[src/rtl/addr_decoding_prog_pkg.sv]
// addr_decoding_prog_pkg: shared memory-map constants for the address decoders and the program ROM
package addr_decoding_prog_pkg;
    localparam logic [31:0] PROG_BASE  = 32'h0000_0240;
    localparam logic [31:0] PROG_LIMIT = 32'h0000_123F;
    localparam logic [31:0] PROG_SIZE  = PROG_LIMIT - PROG_BASE + 32'd1;
endpackage

[src/rtl/addr_range_cmp.sv]
// addr_range_cmp: inclusive unsigned window compare with window-relative offset
module addr_range_cmp #(
    parameter logic [31:0] BASE  = 32'h0,
    parameter logic [31:0] LIMIT = 32'hFFFF_FFFF
) (
    input  logic [31:0] addr,
    output logic        hit,
    output logic [31:0] offset
);
    // offset is forced to zero on a miss so downstream never sees a stale or wrapped value
    always_comb begin
        hit    = (addr >= BASE) && (addr <= LIMIT);
        offset = hit ? addr - BASE : 32'h0;
    end
endmodule

[src/rtl/addr_decoding_prog.sv]
// addr_decoding_prog: registered program-ROM chip select and window-relative fetch address
module addr_decoding_prog
    import addr_decoding_prog_pkg::*;
#(
    parameter logic [31:0] PROG_BASE  = addr_decoding_prog_pkg::PROG_BASE,
    parameter logic [31:0] PROG_LIMIT = addr_decoding_prog_pkg::PROG_LIMIT
) (
    input  logic        clk,
    input  logic        rst,
    input  logic [31:0] addr,
    output logic        CS_P,
    output logic [31:0] iAddressInst
);
    logic        hit;
    logic [31:0] offset;
    logic        cs_p_d, cs_p_q;
    logic [31:0] i_address_inst_d, i_address_inst_q;

    addr_range_cmp #(.BASE(PROG_BASE), .LIMIT(PROG_LIMIT)) u_cmp (
        .addr  (addr),
        .hit   (hit),
        .offset(offset)
    );

    // next output values straight from the range compare
    always_comb begin
        cs_p_d           = hit;
        i_address_inst_d = offset;
    end

    // output register; reset wins over the decode on the same edge
    always_ff @(posedge clk) begin
        cs_p_q           <= rst ? 1'b0 : cs_p_d;
        i_address_inst_q <= rst ? 32'h0 : i_address_inst_d;
    end

    assign CS_P         = cs_p_q;
    assign iAddressInst = i_address_inst_q;
endmodule

[config.mk]
export PLATFORM = sky130hd
export DESIGN_NAME = addr_decoding_prog
export DESIGN_NICKNAME = d
export VERILOG_FILES = /design/src/rtl/addr_decoding_prog_pkg.sv /design/src/rtl/addr_range_cmp.sv /design/src/rtl/addr_decoding_prog.sv
export SDC_FILE = /design/constraint.sdc
export NUM_CORES = 1
export LEC_CHECK = 0
export ABC_CLOCK_PERIOD_IN_PS = 2400
export CAP_MARGIN = 0
export CORE_ASPECT_RATIO = 1.5
export CORE_MARGIN = 2
export CORE_UTILIZATION = 35
export DETAILED_ROUTE_END_ITERATION = 12
export PLACE_DENSITY = 0.84
export SYNTH_ARGS = -nofsm -noshare
export SYNTH_HDL_FRONTEND = slang
export SYNTH_SLANG_ARGS = --single-unit
export TNS_END_PERCENT = 50
[constraint.sdc]
create_clock -name clk -period 2.4 [get_ports clk]
set_clock_uncertainty 0.15 [all_clocks]
set_input_delay 0.24 -clock clk [delete_from_list [all_inputs] [get_ports clk]]
set_output_delay 0.24 -clock clk [all_outputs]
set_load 0.02 [all_outputs]
# == Word level (Yosys, flattened, before mapping) ==
# Cells that the tools add are included.
# totals
ff_bits,33
latch_bits,0
mem_bits_rw,0
rom_bits,0
inputBits,34
output_inout_bits,33
elab_cells,8
n_memories,0
# classes
add_sub_neg,1
mul,0
div,0
n_lt_le_gt_ge,2
n_eq_ne,0
n_shift,0
muxes,0
bitwise_logic,1
n_reduce_logical,2
# op_table
op,count
">= comparator 32 x 10 -> 1 bit, second input constant",1
"less-or-equal comparator 32 x 13 -> 1 bit, second input constant",1
"subtractor 32 x 10 -> 32 bit, second input constant",1
OR reduction 2 bit,1
logical AND 1 bit,1
inverter 1 bit,1

# == Longest topological paths before layout ==
# Gate-level depths: netlist (run 1).
# logic_depth
word_depth,4
depth_mapped,9
ltp_nobuf,7

# == By module ==
# A second synthesis (run 1) with hierarchy kept.
# hier_totals
cells_unflattened,137
hier_area_um2,1433.9
# by_module_without_submodules
mod,n_inst,cells_per_inst,area_per_inst_um2,seq_area_each_um2
addr_decoding_prog,1,69,889.6,660.6
addr_range_cmp,1,68,544.3,0.0

# == Least setup slack after synthesis (run 1) ==
# Ideal clock, no wire load.
# synth_timing
path_kind,in2reg
startpoint,in addr[7]
endpoint,reg i_address_inst_q[25] (netlist: iAddressInst[25])
setup_ns,0.073
arrival_ns,1.553
t_required_ns,2.177
slack_ns,0.624
stages,8
n_path_buf,2
path_cell_list,inv_1 ha_1 nor4b_1 nand3_1 a2111o_1 buf_6 buf_8 nor3_4
# synth_via
elab_chain_len,4
elab_cells_between_ends,6
cone_classes,add/sub: 1; order compare: 2; bitwise: 1; reduce/logical: 2
# synth_rtl
item,line,rtl
"start, declared",addr_decoding_prog.sv:10,"input logic [31:0] addr,"
>= comparator 32 x 10 -> 1 bit or less-or-equal comparator 32 x 13 -> 1 bit (tied branches),addr_range_cmp.sv:12,hit = (addr >= BASE) && (addr <= LIMIT);
logical AND 1 bit,addr_range_cmp.sv:12,
inverter 1 bit (no line),-,
OR reduction 2 bit (no line),-,
"end signal, assigned",addr_decoding_prog.sv:34,i_address_inst_q <= rst ? 32'h0 : i_address_inst_d;
"end, declared",addr_decoding_prog.sv:17,"logic [31:0] i_address_inst_d, i_address_inst_q;"
# Parallel ways exist; a longest one is shown, timed or not.
# A chain may end at the register's enable or synchronous reset.

# == Worst setup path after layout (run 1) ==
# layout_timing
startpoint,in addr[6]
endpoint,reg i_address_inst_q[15] (netlist: iAddressInst[15])
# The elaborated chain is that of the path after synthesis.

==> results of run 1 <==
[per-layer routing]
layer  track usage  up-vias  wire length, um
met1         0.151      445              953
met4        0.0965        0               68
met5             0        -                0
met3        0.0516        6              226
li1              -      512                -
met2         0.309       52             1510
[cell families after synthesis]
group                    after synthesis  synth area share
AND/OR/NAND/NOR                       42             0.240
XOR/XNOR                               2            0.0149
adder cells (fa/ha/maj)                2            0.0212
buffers and inverters                  9            0.0594
flip-flops                            33             0.561
AO/OA/AOI/OAI                         16             0.104
[critical path, delay by kind of cell]
| family | cells | cell delay [ns] |
|---|---|---|
| simple gates | 3 | 0.57 |
| compound gates | 1 | 0.44 |
| buf+inv | 2 | 0.75 |
| fa+ha+maj | 1 | 0.16 |
[area by class of cell]
type                            count  area [um^2]  area share
Timing Repair Buffer               73          713       0.356
Sequential cell                    33          661       0.330
Multi-Input combinational cell     62          448       0.223
Clock buffer                        7         86.3      0.0431
Tap cell                           40         50.0      0.0250
Clock inverter                      1         30.0      0.0150
Inverter                            3         16.3     0.00811
[state kept, by name, indices dropped and copies added (netlist names)]
signal	count
CS_P	1
iAddressInst	32
[cell usage after synthesis (2+ instances only)]
cell,number,area [um^2]
ha_1,2,25.0
o21a_1,10,75.1
nor3_2,4,40.0
dfxtp_1,33,661
nor4_1,4,25.0
nor2_1,6,22.5
inv_1,2,7.51
nor3_1,8,40.0
and2_1,6,37.5
nand2b_1,2,12.5
xnor2_1,2,17.5
buf_6,2,22.5
[power by group through the flow]
stage,sequential [mW],combinational [mW],clock [mW]
2_1_floorplan,0.560,0.0242,0
3_3_place_gp,0.560,0.0925,0
4_1_cts,0.548,0.0957,0.527
5_1_grt,0.547,0.103,0.554
3_5_place_dp,0.560,0.0957,0
6_report,0.548,0.0951,0.517
[worst paths after layout]
| kind | from | to | slack (ns) | cells past startpoint |
|---|---|---|---|---|
| max | addr[6] | iAddressInst[15]$_SDFF_PP0_ | 0.27 | 7 |
| min | addr[1] | iAddressInst[1]$_SDFF_PP0_ | 0.41 | 2 |
==> flow_metrics.tcl, run 1 <==
set metrics [dict create \
    dr.pass1.iters 4 \
    stdcell_count 219 \
    vias_per_cell 4.63 \
    status "finished clean" \
    syn-num-nets 140 \
    fmax_ghz 0.470 \
    grt_pass1_vias 1031 \
    relSlewSlack 0.470 \
    tritoncts "yes" \
    p_sw_frac 0.182 \
    nNetsFinal 214 \
    cts_buffers 5 \
    final_core_util 0.628 \
    dr.first_iter.drc_count 4 \
    drt-total-wl_um 2760 \
    grt_antenna_before_repair 0 \
    numPortBuffers 66 \
    grt_use_total 0.164 \
    antenna_cells 0 \
    synth.distinct_cells 35 \
    async_flop_share 0 \
    fin_crit_sh 0.886 \
    cts_max_level 2 \
    critical_path_required_ns 2.45 \
    layout_common_cells "66 x clkdlybuf4s50_1, 33 x dfxtp_1, 10 x o21a_1" \
    setup_violations 0 \
    critPathCaptureType "flip-flop" \
    grt_max_degree 18 \
    leakage_nw 0.732 \
    dpl.cell_count 211 \
    cp_max_fo 16 \
    power_mw 1.16 \
    combPwrFrac 0.082 \
    yosysWarnings 0 \
    place.gp.congestion 0.816 \
    seqPwrFrac 0.472 \
    hold_violations 0 \
    core_um2 3190 \
    synthFlopType "dfxtp_1" \
    worst_slew_pin_slew_ns 0.793 \
    areaGrowthSynthToFinish_pct 70.1 \
    worstSetupPathType "input pin to flip-flop" \
    holdWs_ns 0.409 \
    p_per_area_nw_per_um2 578 \
    hold_class "input pin to flip-flop" \
    ant_nets 0 \
    drive_gt1_frac 0.145 \
    die_h_um 75.1 \
    die_w_um 51.4 \
    clock-root-buffer "clkbuf_8" \
    grt-ovfl-total 0 \
    synth-seq-cells 33 \
    path_cells "clkdlybuf4s50_1, ha_1, nor4b_1, nand3_1, a2111o_1, buf_4, nor3_1" \
    yosysSeqAreaShare 0.561 \
    fin_setup_tns_ns 0 \
    cap_viol_max_count 0 \
    finalCriticalPeriod_ns 2.13 \
    cpPeakStageDelay_ns 0.54 \
    crit_slowest_cell "clkdlybuf4s50_1" \
    ir_drop_mv 0.584 \
    startpoint_type "input pin" \
    clkPwrFrac 0.446 \
    drc 0 \
    avgSynthCellArea_um2 11.3 \
    finalInstanceArea_um2 2000 \
    cp.arrival_ns 2.17 \
    wl_per_cell_um 12.6 \
    grt_pass1_wl_um 4490 \
    postSynthCellCount 104 \
    clkSinkCount 33 \
    cts_resized 0 \
    dieArea_um2 3860 \
    cts_max_path_buffers 2 \
    final_max_slew_viol_count 0 \
    rows 25 \
    ioPinCount 67 \
    syn_area_um2 1180 \
    placed_area_um2 1890 \
    nFillCells 282 \
    rsz0062_at_grt "false" \
    cts_setup_buffers 0 \
    initial_core_util 0.369 \
    hold_buffers 0 \
    hpwlAfterDp_um 2300 \
    vias 1015 \
    clk_pin_slew_ns 0.06 \
    p_int_mw 0.948 \
    dp_slack_ns -0.0204 \
    final_common_cell "clkdlybuf4s50_1" \
    p_switching_mw 0.211 \
    worst_slack_ns 0.273 \
    synth-edff-count 0 \
]
Note: power is estimated with default switching activity, not from simulation.
==> run 2, diff against run 1 <==
--- a/config.mk
+++ b/config.mk
@@ -9,9 +9,9 @@
 export CAP_MARGIN = 0
 export CORE_ASPECT_RATIO = 1.5
 export CORE_MARGIN = 2
-export CORE_UTILIZATION = 35
+export CORE_UTILIZATION = 37
 export DETAILED_ROUTE_END_ITERATION = 12
-export PLACE_DENSITY = 0.84
+export PLACE_DENSITY = 0.88
 export SYNTH_ARGS = -nofsm -noshare
 export SYNTH_HDL_FRONTEND = slang
 export SYNTH_SLANG_ARGS = --single-unit
==> run 2 against run 1 <==
Die area is 5.0% lower. First-iteration DRC count is 50% higher. Setup slack better by 0.038 ns. Worst hold slack better by 0.034 ns. Highest routed layer unchanged. Flip-flop and latch count stayed put. Core utilization is 0.57 points higher. Clock power is 26% lower. Wire length is 1.7% lower.
==> flow_metrics.tcl, run 2 (same netlist as run 1, synthesis figures left out) <==
set metrics [dict create \
    ir_drop_mv 0.275 \
    setup_violations 0 \
    initial_core_util 0.381 \
    relSlewSlack 0.432 \
    cts_setup_buffers 0 \
    stdcell_count 218 \
    worstSetupPathType "input pin to flip-flop" \
    hpwlAfterDp_um 2290 \
    hold_violations 0 \
    clock-root-buffer "clkbuf_8" \
    dr.pass1.iters 4 \
    hold_path_end "iAddressInst[1]$_SDFF_PP0_" \
    grt_max_degree 18 \
    nNetsFinal 213 \
    ioPinCount 67 \
    hold_start "addr[1]" \
    leakage_nw 0.713 \
    place.gp.congestion 0.799 \
    crit_slowest_cell "clkdlybuf4s50_1" \
    p_int_mw 0.810 \
    finalCriticalPeriod_ns 2.09 \
    worst_slack_ns 0.311 \
    grt_antenna_before_repair 0 \
    status "finished clean" \
    layout_common_cells "66 x clkdlybuf4s50_1, 33 x dfxtp_1, 10 x o21a_1" \
    drive_gt1_frac 0.140 \
    cts_max_level 2 \
    cap_viol_max_count 0 \
    final_common_cell "clkdlybuf4s50_1" \
    power_mw 1.02 \
    critical_path_required_ns 2.47 \
    ant_nets 0 \
    cp_max_fo 17 \
    p_switching_mw 0.214 \
    fin_crit_sh 0.870 \
    clkPwrFrac 0.373 \
    grt_pass1_vias 977 \
    cts_max_path_buffers 2 \
    wl_per_cell_um 12.4 \
    die_h_um 73.1 \
    drc 0 \
    hold_class "input pin to flip-flop" \
    startpoint_type "input pin" \
    drt-total-wl_um 2710 \
    worst_slew_pin_slew_ns 0.850 \
    fin_setup_tns_ns 0 \
    cts_resized 0 \
    grt_use_total 0.159 \
    cp.buffers_inverters 3 \
    hold_buffers 0 \
    clk_pin_slew_ns 0.06 \
    p_per_area_nw_per_um2 521 \
    grt-ovfl-total 0 \
    die_w_um 50.1 \
    dr.first_iter.drc_count 6 \
    rows 25 \
    seqPwrFrac 0.535 \
    fmax_ghz 0.479 \
    cp.arrival_ns 2.16 \
    combPwrFrac 0.092 \
    areaGrowthSynthToFinish_pct 66.6 \
    cts_buffers 5 \
    final_max_slew_viol_count 0 \
    critPathCaptureType "flip-flop" \
    dieArea_um2 3660 \
    clkSinkCount 33 \
    finalInstanceArea_um2 1960 \
    holdPathStages 2 \
    vias 1034 \
    placed_area_um2 1880 \
    grt_pass1_wl_um 4200 \
    dp_slack_ns 0.0150 \
    numPortBuffers 66 \
    vias_per_cell 4.74 \
    dpl.cell_count 210 \
    antenna_cells 0 \
    rsz0062_at_grt "false" \
    crit_family "buffers and inverters" \
    cpPeakStageDelay_ns 0.56 \
    path_cells "clkdlybuf4s50_1, ha_1, nor4b_1, nand3_1, a2111o_1, buf_4, inv_6, o21a_1" \
    p_sw_frac 0.209 \
    core_um2 3100 \
    largest_register_ffs 32 \
    tritoncts "yes" \
]
-- run 2: power groups by stage --
stage	registers, mW	logic [mW]	clock network (mW)
2_1_floorplan	0.560	0.0242	0
6_report	0.548	0.0941	0.381
3_5_place_dp	0.560	0.0943	0
5_1_grt	0.547	0.102	0.413
3_3_place_gp	0.560	0.0920	0
4_1_cts	0.548	0.0947	0.387
-- run 2: metrics by stage --
stage | utilization | hold slack (ns)
floorplan | - | 0.162
global placement | 0.607 | 0.723
detailed placement | 0.607 | 0.724
CTS | 0.634 | 0.437
global route | 0.634 | 0.449
finish | 0.634 | 0.444
-- run 2: worst max-delay path by stage --
stage | startpoint | to | slack (ns) | depth (start not counted)
after floorplan | addr[7] | iAddressInst[25]$_SDFF_PP0_ | 0.62 | 8
after global placement | addr[6] | iAddressInst[26]$_SDFF_PP0_ | 0.09 | 8
after detailed placement | addr[6] | iAddressInst[13]$_SDFF_PP0_ | 0.02 | 7
after CTS | addr[6] | iAddressInst[13]$_SDFF_PP0_ | 0.30 | 7
after global routing | addr[6] | iAddressInst[22]$_SDFF_PP0_ | 0.16 | 8
final | addr[6] | iAddressInst[20]$_SDFF_PP0_ | 0.31 | 8
-- run 2: layer usage --
metal / vias up / routed length [um] / track usage
li1: 508 / - / -
met1: 463 / 914 / 0.145
met2: 54 / 1540 / 0.300
met3: 9 / 199 / 0.0512
met4: 0 / 61 / 0.0926
met5: - / 0 / 0
-- run 2: area by class of cell --
class	instances	area, um^2
tap	40	50.0
multi-input combinational	62	448
clock inverter	2	10.0
inverter	3	16.3
clock buffer	6	72.6
timing repair buffer	72	706
sequential	33	661
fill	244	1130
==> run 3, diff against run 2 <==
--- a/config.mk
+++ b/config.mk
@@ -5,11 +5,13 @@
 export SDC_FILE = /design/constraint.sdc
 export NUM_CORES = 1
 export LEC_CHECK = 0
+export ABC_AREA = 0
 export ABC_CLOCK_PERIOD_IN_PS = 2400
 export CAP_MARGIN = 0
 export CORE_ASPECT_RATIO = 1.5
 export CORE_MARGIN = 2
 export CORE_UTILIZATION = 37
+export CTS_CLUSTER_DIAMETER = 50
 export DETAILED_ROUTE_END_ITERATION = 12
 export PLACE_DENSITY = 0.88
 export SYNTH_ARGS = -nofsm -noshare
==> results of run 3 <==
Same layout as run 2: the final DEF is identical, and so are final timing and power.
